[config.mk]
export PLATFORM = sky130hd
export DESIGN_NAME = coord_ratio_scaler_flat
export DESIGN_NICKNAME = d
export VERILOG_FILES = /design/src/rtl/coord_ratio_scaler_if.sv /design/src/rtl/coord_ratio_scaler.sv /design/src/flat_wrapper.sv
export SDC_FILE = /design/constraint.sdc
export NUM_CORES = 1
export LEC_CHECK = 0
export ABC_AREA = 1
export CORE_MARGIN = 4
export CORE_UTILIZATION = 40
export CTS_CLUSTER_DIAMETER = 40
export CTS_CLUSTER_SIZE = 12
export DETAILED_ROUTE_END_ITERATION = 6
export SLEW_MARGIN = 20
export SYNTH_ARGS = -nofsm -noshare
export SYNTH_HDL_FRONTEND = slang
export SYNTH_SLANG_ARGS = --single-unit
[constraint.sdc]
create_clock -name clk -period 5.35 [get_ports clk]
set_input_delay 0.535 -clock clk [delete_from_list [all_inputs] [get_ports clk]]
set_output_delay 0.535 -clock clk [all_outputs]
set_load 0.02 [all_outputs]
[src/rtl/coord_ratio_scaler_if.sv]
// Request/result bundle between the numerator/denominator switch, the scaler
// and the remap address generator.
interface coord_ratio_scaler_if #(
  parameter int W = 7
);
  localparam int QW = 2 * W;

  logic          start;
  logic [W-1:0]  x_in;
  logic [W-1:0]  y_in;
  logic [W-1:0]  x_numer;
  logic [W-1:0]  x_denom;
  logic [W-1:0]  y_numer;
  logic [W-1:0]  y_denom;
  logic          ready;
  logic          valid;
  logic [QW-1:0] x_out;
  logic [QW-1:0] y_out;
  logic          x_div0;
  logic          y_div0;

  modport master (
    output start, x_in, y_in, x_numer, x_denom, y_numer, y_denom,
    input  ready, valid, x_out, y_out, x_div0, y_div0
  );

  modport slave (
    input  start, x_in, y_in, x_numer, x_denom, y_numer, y_denom,
    output ready, valid, x_out, y_out, x_div0, y_div0
  );
endinterface

[src/rtl/coord_ratio_scaler.sv]
// Scales a coordinate pair by numer/denom per axis using one shared restoring divider (X then Y).
// Optional build macro COORD_ROUND_EN: round-to-nearest (ties up) instead of floor.
module coord_ratio_scaler #(
  parameter int W = 7
) (
  input logic                 clk,
  input logic                 reset,
  coord_ratio_scaler_if.slave bus
);
  localparam int QW = 2 * W;
  localparam int CW = $clog2(QW);

  typedef enum logic [2:0] {IDLE, LOAD, DIV_X, DIV_Y, DONE} state_t;

  state_t        state_q, state_d;
  logic [W-1:0]  x_in_q, x_in_d, y_in_q, y_in_d;
  logic [W-1:0]  x_num_q, x_num_d, x_den_q, x_den_d;
  logic [W-1:0]  y_num_q, y_num_d, y_den_q, y_den_d;
  logic [QW-1:0] num_q, num_d, py_q, py_d, quo_q, quo_d, xq_q, xq_d;
  logic [W:0]    rem_q, rem_d;
  logic [CW-1:0] cnt_q, cnt_d;
  logic [QW-1:0] x_out_q, x_out_d, y_out_q, y_out_d;
  logic          x_div0_q, x_div0_d, y_div0_q, y_div0_d;

  logic [QW-1:0] prod_x, prod_y, quo_nx;
  logic [W:0]    rem_sh, rem_nx, cur_den;
  logic          q_bit;

  always_comb begin
`ifdef COORD_ROUND_EN
    // half the denominator is zero when the denominator is zero, so div0 stays unbiased
    prod_x = QW'(x_in_q) * QW'(x_num_q) + QW'(x_den_q >> 1);
    prod_y = QW'(y_in_q) * QW'(y_num_q) + QW'(y_den_q >> 1);
`else
    prod_x = QW'(x_in_q) * QW'(x_num_q);
    prod_y = QW'(y_in_q) * QW'(y_num_q);
`endif
    cur_den = (state_q == DIV_Y) ? {1'b0, y_den_q} : {1'b0, x_den_q};
    rem_sh  = (rem_q << 1) | (W+1)'(num_q[QW-1]);
    q_bit   = (rem_sh >= cur_den);
    rem_nx  = q_bit ? (rem_sh - cur_den) : rem_sh;
    quo_nx  = {quo_q[QW-2:0], q_bit};
  end

  always_comb begin
    state_d  = state_q;
    x_in_d   = x_in_q;
    y_in_d   = y_in_q;
    x_num_d  = x_num_q;
    x_den_d  = x_den_q;
    y_num_d  = y_num_q;
    y_den_d  = y_den_q;
    num_d    = num_q;
    py_d     = py_q;
    quo_d    = quo_q;
    xq_d     = xq_q;
    rem_d    = rem_q;
    cnt_d    = cnt_q;
    x_out_d  = x_out_q;
    y_out_d  = y_out_q;
    x_div0_d = x_div0_q;
    y_div0_d = y_div0_q;

    if ((state_q == IDLE || state_q == DONE) && bus.start) begin
      x_in_d  = bus.x_in;
      y_in_d  = bus.y_in;
      x_num_d = bus.x_numer;
      x_den_d = bus.x_denom;
      y_num_d = bus.y_numer;
      y_den_d = bus.y_denom;
    end

    case (state_q)
      IDLE:  if (bus.start) state_d = LOAD;
      LOAD: begin
        num_d   = prod_x;
        py_d    = prod_y;
        rem_d   = '0;
        cnt_d   = CW'(QW - 1);
        state_d = DIV_X;
      end
      DIV_X, DIV_Y: begin
        num_d = num_q << 1;
        rem_d = rem_nx;
        quo_d = quo_nx;
        cnt_d = cnt_q - 1'b1;
        if (cnt_q == '0) begin
          if (state_q == DIV_X) begin
            xq_d    = quo_nx;
            num_d   = py_q;
            rem_d   = '0;
            cnt_d   = CW'(QW - 1);
            state_d = DIV_Y;
          end else begin
            x_div0_d = (x_den_q == '0);
            y_div0_d = (y_den_q == '0);
            x_out_d  = (x_den_q == '0) ? '1 : xq_q;
            y_out_d  = (y_den_q == '0) ? '1 : quo_nx;
            state_d  = DONE;
          end
        end
      end
      DONE:    state_d = bus.start ? LOAD : IDLE;
      default: state_d = IDLE;
    endcase
  end

  always_ff @(posedge clk) begin
    if (reset) begin
      state_q  <= IDLE;
      x_in_q   <= '0;
      y_in_q   <= '0;
      x_num_q  <= '0;
      x_den_q  <= '0;
      y_num_q  <= '0;
      y_den_q  <= '0;
      num_q    <= '0;
      py_q     <= '0;
      quo_q    <= '0;
      xq_q     <= '0;
      rem_q    <= '0;
      cnt_q    <= '0;
      x_out_q  <= '0;
      y_out_q  <= '0;
      x_div0_q <= 1'b0;
      y_div0_q <= 1'b0;
    end else begin
      state_q  <= state_d;
      x_in_q   <= x_in_d;
      y_in_q   <= y_in_d;
      x_num_q  <= x_num_d;
      x_den_q  <= x_den_d;
      y_num_q  <= y_num_d;
      y_den_q  <= y_den_d;
      num_q    <= num_d;
      py_q     <= py_d;
      quo_q    <= quo_d;
      xq_q     <= xq_d;
      rem_q    <= rem_d;
      cnt_q    <= cnt_d;
      x_out_q  <= x_out_d;
      y_out_q  <= y_out_d;
      x_div0_q <= x_div0_d;
      y_div0_q <= y_div0_d;
    end
  end

  assign bus.ready  = (state_q == IDLE) || (state_q == DONE);
  assign bus.valid  = (state_q == DONE);
  assign bus.x_out  = x_out_q;
  assign bus.y_out  = y_out_q;
  assign bus.x_div0 = x_div0_q;
  assign bus.y_div0 = y_div0_q;
endmodule
[src/flat_wrapper.sv]
// flat-port wrapper written by rule: the top's interface ports become plain ports
module coord_ratio_scaler_flat 
#(
  parameter int W = 7
)
  (clk, reset, bus_start, bus_x_in, bus_y_in, bus_x_numer, bus_x_denom, bus_y_numer, bus_y_denom, bus_ready, bus_valid, bus_x_out, bus_y_out, bus_x_div0, bus_y_div0);
  coord_ratio_scaler_if #(.W(W)) bus_i ();
  input logic clk;
  input logic reset;
  input wire logic [$bits(bus_i.start)-1:0] bus_start;
  input wire logic [$bits(bus_i.x_in)-1:0] bus_x_in;
  input wire logic [$bits(bus_i.y_in)-1:0] bus_y_in;
  input wire logic [$bits(bus_i.x_numer)-1:0] bus_x_numer;
  input wire logic [$bits(bus_i.x_denom)-1:0] bus_x_denom;
  input wire logic [$bits(bus_i.y_numer)-1:0] bus_y_numer;
  input wire logic [$bits(bus_i.y_denom)-1:0] bus_y_denom;
  output wire logic [$bits(bus_i.ready)-1:0] bus_ready;
  output wire logic [$bits(bus_i.valid)-1:0] bus_valid;
  output wire logic [$bits(bus_i.x_out)-1:0] bus_x_out;
  output wire logic [$bits(bus_i.y_out)-1:0] bus_y_out;
  output wire logic [$bits(bus_i.x_div0)-1:0] bus_x_div0;
  output wire logic [$bits(bus_i.y_div0)-1:0] bus_y_div0;
  assign bus_i.start = bus_start;
  assign bus_i.x_in = bus_x_in;
  assign bus_i.y_in = bus_y_in;
  assign bus_i.x_numer = bus_x_numer;
  assign bus_i.x_denom = bus_x_denom;
  assign bus_i.y_numer = bus_y_numer;
  assign bus_i.y_denom = bus_y_denom;
  assign bus_ready = bus_i.ready;
  assign bus_valid = bus_i.valid;
  assign bus_x_out = bus_i.x_out;
  assign bus_y_out = bus_i.y_out;
  assign bus_x_div0 = bus_i.x_div0;
  assign bus_y_div0 = bus_i.y_div0;
  coord_ratio_scaler #(.W(W)) u_core (.clk(clk), .reset(reset), .bus(bus_i));
endmodule
==> impl_metrics.toml, run 1 <==
[cells_and_area]
fin_nets = 1502
fin_cells = 1662
syn_to_final_growth_pct = 16.05
drive_gt1_frac = 0.04151
diodes = 0
fillCellCount = 2296

[outcome]
status = "complete, no violations"

[logic_synthesis]
synth_top_area_share = 0.3024
synth_area_leaders = "dfxtp_1, fa_1, inv_1"
synthSimpleGateAreaFrac = 0.1883
synth_nets = 1475
yosysWarnings = 0
synth_top_cell_by_area = "dfxtp_1"
yosysMostFrequentCell = "inv_1"
syn_avg_cell_area_um2 = 7.131
synth-edff-count = 0
synth_top_family_by_area = "adder cells"
ys.flop_type = "dfxtp_1"
synthAdderAreaFrac = 0.2016
synthTopCellsByCount = "inv_1, nand2_1, o21ai_0"
netlist_area_um2 = 9334
synth_xor_area_frac = 0.01032
synth_compound_area_frac = 0.1634
synthMuxAreaShare = 0
ys_ff_latch = 141
async_flop_share = 0
yosysSeqAreaShare = 0.3024
synthCells = 1309
synth.distinct_cells = 38

[critical_path]
cp_slowest_cell = "fa_1"
crit_buf_inv = 4
critPathKind = "register to register"
worst-path-max-fanout = 8
cp_cell_sequence = "nand2_1 > fa_1 > fa_1 > inv_1 > fa_1 > inv_1 > fa_1 > inv_1 > ha_1 > nand2_1 > inv_1 > nand2_1 > nand2_1 > or2_2 > nand3_1 > a21oi_1"
crit_path_start_kind = "register"
max_stage_delay_ns = 0.55
critPathRequiredTime_ns = 5.66
critical_path.endpoint_type = "register"
cp.arrival_ns = 4.31
crit_family = "adder cells"

[routing]
vias = 8011
firstDrtPassIters = 5
wl_per_cell_um = 12.97
wl_um = 21550
drt-initial-drc-count = 463
viasPerCell = 4.820
postRouteAntennaNets = 0
drt_drc_violations_left = 0

[sta]
post-route-period-util = 0.7481
slew_headroom = 0.3420
fin_tns_setup_ns = 0
slew_violations = 0
rsz0062_at_grt = "false"
worst_slew_pin_slew_ns = 0.9840
max_freq_mhz = 249.9
setup_viol_count_final = 0
finalHoldViolCount = 0
fin_skew_ns = 0.01882
layout_min_cycle_time_ns = 4.002

[power_and_ir_drop]
power_frac_seq = 0.318
power_density_nw_per_um2 = 494.3
power_leakage_nw = 5.625
power.share.clock = 0.224
combPwrFrac = 0.457
p_int_mw = 2.940
switching_share = 0.4509
p_switching_mw = 2.414
peakVddDrop_mv = 0.2040

[global_route]
grt_pass1_wl_um = 38430
overflow = 0
grt_usage = 0.1755
grt_max_degree = 61
grt_pass1_vias = 8004
antenna_found_initial = 0

[floorplan]
die_w_um = 160.8
die_h_um = 160.8
num_rows = 55
pin_count = 77
coreArea_um2 = 22780
die-area_um2 = 25840
start_util = 0.4098

[clock_tree]
clk-insertion-delay-late_ns = 0.43
cts-resized-gates = 0
cts_setup_buffers = 0
cts_buffers = 17
htreeDepth = 4
cts_hold_buf = 0
cts_root_buffer = "clkbuf_16"
cts_sinks = 141
cts_buffer_depth = 2
tritoncts = "done"
cts.clk_slew.worst_paths_ns = 0.07

[worst_hold_path]
hp-class = "register to register"

[placed_design]
dp_hpwl_um = 15840
numPortBuffers = 76
place_inst = 1630
gp_congestion = 0.8990

[flow_run]
maxCapViolCount = 0
## state kept, by name (all words and copies together) (netlist names), 13 cells and up
register and cells:
u_core.quo_q 13, u_core.py_q 14, u_core.num_q 14, u_core.xq_q 14, u_core.bus.y_out 14, u_core.bus.x_out 14
## power groups by stage
stage	registers, mW	clock network (mW)	logic [mW]
CTS	1.70	1.23	2.48
finish	1.70	1.20	2.45
detailed placement	1.72	0	2.45
global route	1.76	1.27	2.86
floorplan	1.64	0	1.87
global placement	1.71	0	2.44
## layer usage
layer  wire [um]  share of wire  track usage  up-vias
li1            -              -            -     4170
met4         315          0.015      0.04537        0
met1       10660           0.49       0.2419     3674
met3         739          0.034      0.02848       20
met2        9837           0.46       0.2880      147
met5           0              0            0        -
## cell families after synthesis
group / count (synthesis)
buffers and inverters: 324
adder cells (fa/ha/maj): 121
XOR/XNOR: 11
flip-flops: 141
AO/OA/AOI/OAI: 293
AND/OR/NAND/NOR: 419
## path summary, 6_finish.rpt
kind / from / to / slack [ns] / depth (start not counted)
min reg2reg: u_core.xq_q[11]$_SDFFE_PP0P_ / u_core.bus.x_out[11]$_SDFFE_PP0P_ / 0.45 / 2
max reg2reg: u_core.x_num_q[6]$_SDFFE_PP0P_ / u_core.num_q[7]$_SDFFE_PP0P_ / 1.35 / 16
min: u_core.xq_q[11]$_SDFFE_PP0P_ / u_core.bus.x_out[11]$_SDFFE_PP0P_ / 0.45 / 2
max: u_core.x_num_q[6]$_SDFFE_PP0P_ / u_core.num_q[7]$_SDFFE_PP0P_ / 1.35 / 16
## placed cells by master, fill, tap and decap left out, drive strengths merged
cell,netlist,final
a211oi,2,2
a21o,1,1
a21oi,119,119
a311oi,1,1
a31oi,4,4
buf,14,4
clkbuf,58,17
clkdlybuf4s50,0,76
clkinv,1,10
dfxtp,141,141
fa,49,49
ha,72,72
inv,251,257
nand2,226,226
nand3,48,48
nand3b,2,2
nand4,19,19
nor2,119,119
nor3,2,2
nor4,2,2
o211ai,1,1
o21a,4,4
o21ai,157,157
o21bai,4,4
or2,1,1
xnor2,4,4
xor2,7,7
## worst reg2reg max path, cell delays in order (launching register included)
cell and delay (ns):
dfxtp_1 0.46, nand2_1 0.12, fa_1 0.52, fa_1 0.55, inv_1 0.06, fa_1 0.53, inv_1 0.05, fa_1 0.53
inv_1 0.04, ha_1 0.34, nand2_1 0.12, inv_1 0.06, nand2_1 0.06, nand2_1 0.06, or2_2 0.27, nand3_1 0.07
a21oi_1 0.07
## metrics by stage
stage                     hold slack [ns]  setup slack, ns  power, mW    util  instance area, um^2
after global placement             0.4356            1.372      4.152  0.4483                10210
final                              0.4459            1.348      5.354  0.4755                10830
after detailed placement           0.4359            1.306      4.167  0.4483                10210
after CTS                          0.4517            1.330      5.410  0.4755                10830
after floorplan                    0.4250            1.447      3.511       -                 9334
after global routing               0.4651           0.9779      5.892  0.4755                10830
## final cells by class
class / instances / area [um^2] / share of cell area
clock buffers: 17 / 425.4 / 0.03927
clock inverters: 15 / 193.9 / 0.01790
inverters: 252 / 945.9 / 0.08733
multi-input cells: 844 / 5261 / 0.4857
flip-flops and latches: 141 / 2823 / 0.2606
well taps: 313 / 391.6 / 0.03616
repair buffers: 80 / 790.8 / 0.07300
No activity file was read; power rests on OpenSTA's default activity.
==> run 2, diff against run 1 <==
clock period = 3.9 ns   (was 5.35 ns; I/O delays follow)
==> impl_metrics.toml, run 2 (synthesized netlist as in run 1, its figures left out) <==
[outcome]
status = "complete, no violations"

[sta]
hold_ws_ns = 0.4429
setup_viol_count_final = 0
layout_min_cycle_time_ns = 3.741
post-route-period-util = 0.9593
finalHoldViolCount = 0
fin_skew_ns = 0.01218
slew_headroom = 0.3795
max_freq_mhz = 267.3
rsz0062_at_grt = "true"
slew_violations = 0
worst_slew_pin_slew_ns = 0.9285
fin_tns_setup_ns = 0

[global_route]
overflow = 0
antenna_found_initial = 0
grt_max_degree = 106
grt_pass1_vias = 8030
grt_pass1_wl_um = 38180
grt_usage = 0.1766

[cells_and_area]
drive_gt1_frac = 0.09920
seqCellArea_um2 = 2844
fillCellCount = 2246
multiInputGateArea_um2 = 5425
final_common_cell = "inv_1"
fin_nets = 1534
diodes = 0
post-route-util = 0.4945
mostFrequentLayoutCells = "inv_1, nand2_1, o21ai_0"
syn_to_final_growth_pct = 20.67

[floorplan]
die_h_um = 160.8
num_rows = 55
start_util = 0.4098
die-area_um2 = 25840
coreArea_um2 = 22780
pin_count = 77
die_w_um = 160.8

[critical_path]
cp.arrival_ns = 4.07
critPathRequiredTime_ns = 4.22
critical_path.endpoint_type = "register"
worst-path-max-fanout = 5
crit_path_start_kind = "register"
critPathKind = "register to register"

[routing]
vias = 8206
firstDrtPassIters = 5
wl_per_cell_um = 13.21
viasPerCell = 4.844
drt_drc_violations_left = 0
postRouteAntennaNets = 0
drt-initial-drc-count = 463
wl_um = 22380

[clock_tree]
htreeDepth = 4
tritoncts = "done"
cts_buffer_depth = 2
cts_root_buffer = "clkbuf_16"
cts.clk_slew.worst_paths_ns = 0.07
cts_sinks = 141
cts_buffers = 17
clk-insertion-delay-late_ns = 0.43

[placed_design]
numPortBuffers = 76
gp_congestion = 0.8968
dp_hpwl_um = 16160

[flow_run]
maxCapViolCount = 0

[worst_hold_path]
hp-class = "register to register"

[power_and_ir_drop]
peakVddDrop_mv = 0.3656
power_leakage_nw = 5.799
power_density_nw_per_um2 = 679.1
## run 2: metrics by stage
| step | total power, mW | setup slack, ns | area [um^2] | cells |
|---|---|---|---|---|
| 5_1_grt | 8.369 | -0.07741 | 11260 | 1694 |
| 4_1_cts | 7.570 | 0.01325 | 11050 | 1688 |
| 3_3_place_gp | 5.840 | 0.05847 | 10420 | 1656 |
| 2_1_floorplan | 4.817 | 0.0004778 | 9335 | 1309 |
| 3_5_place_dp | 5.856 | -0.01407 | 10420 | 1656 |
| 6_report | 7.648 | 0.1588 | 11260 | 1694 |
## run 2: timing repair
| item | 4_1_cts | 5_1_grt |
|---|---|---|
| endpoints found under the hold margin | 0 | 0 |
| hold buffers | 0 | 0 |
| pin swaps | 0 | 23 |
| buffers inserted | 0 | 6 |
| gates resized for setup | 1 | 58 |
| endpoints found under the setup margin | 2 | 15 |
## run 2: layout make-up
class / count / share of cell area
clock buffers: 17 / 0.03777
clock inverters: 15 / 0.01666
inverters: 252 / 0.08398
multi-input cells: 844 / 0.4817
flip-flops and latches: 141 / 0.2525
well taps: 313 / 0.03477
repair buffers: 112 / 0.09265
## run 2: path summary, 6_finish.rpt
path | end | startpoint | cells after the start | slack [ns]
worst max-delay path | u_core.py_q[13]$_SDFFE_PP0P_ | u_core.y_in_q[4]$_SDFFE_PP0P_ | 22 | 0.16
worst min-delay path | u_core.bus.x_out[1]$_SDFFE_PP0P_ | u_core.xq_q[1]$_SDFFE_PP0P_ | 2 | 0.44
worst max register to register | u_core.py_q[13]$_SDFFE_PP0P_ | u_core.y_in_q[4]$_SDFFE_PP0P_ | 22 | 0.16
worst min register to register | u_core.bus.x_out[1]$_SDFFE_PP0P_ | u_core.xq_q[1]$_SDFFE_PP0P_ | 2 | 0.44
## run 2: routing by layer
layer  track usage  part of all wire  up-vias
met5             0                 0        -
met4       0.05118             0.010        0
met3       0.02361             0.027       21
met2        0.2926              0.47      136
met1        0.2420              0.50     3816
li1              -                 -     4233
## run 2: worst max-delay path, cell delays in order, from the launching register on
cell and delay [ns]:
dfxtp_4 0.35, nand2_1 0.08, inv_2 0.04, fa_1 0.49, inv_1 0.05, fa_1 0.49, inv_2 0.04, fa_1 0.51
inv_2 0.05, fa_1 0.53, inv_2 0.05, ha_4 0.29, nand2_2 0.05, nand2_2 0.07, nand2_1 0.06, nand2_1 0.07
nand2_1 0.07, nand3_2 0.07, nor2_1 0.04, nor2_1 0.08, nand2_1 0.07, nand2_1 0.05, inv_1 0.04
## run 2: power breakdown
group	switching [mW]	internal (mW)	total, mW
logic	2.37	1.40	3.77
registers	0.286	1.94	2.22
clock network	0.778	0.876	1.65
total	3.43	4.22	7.65
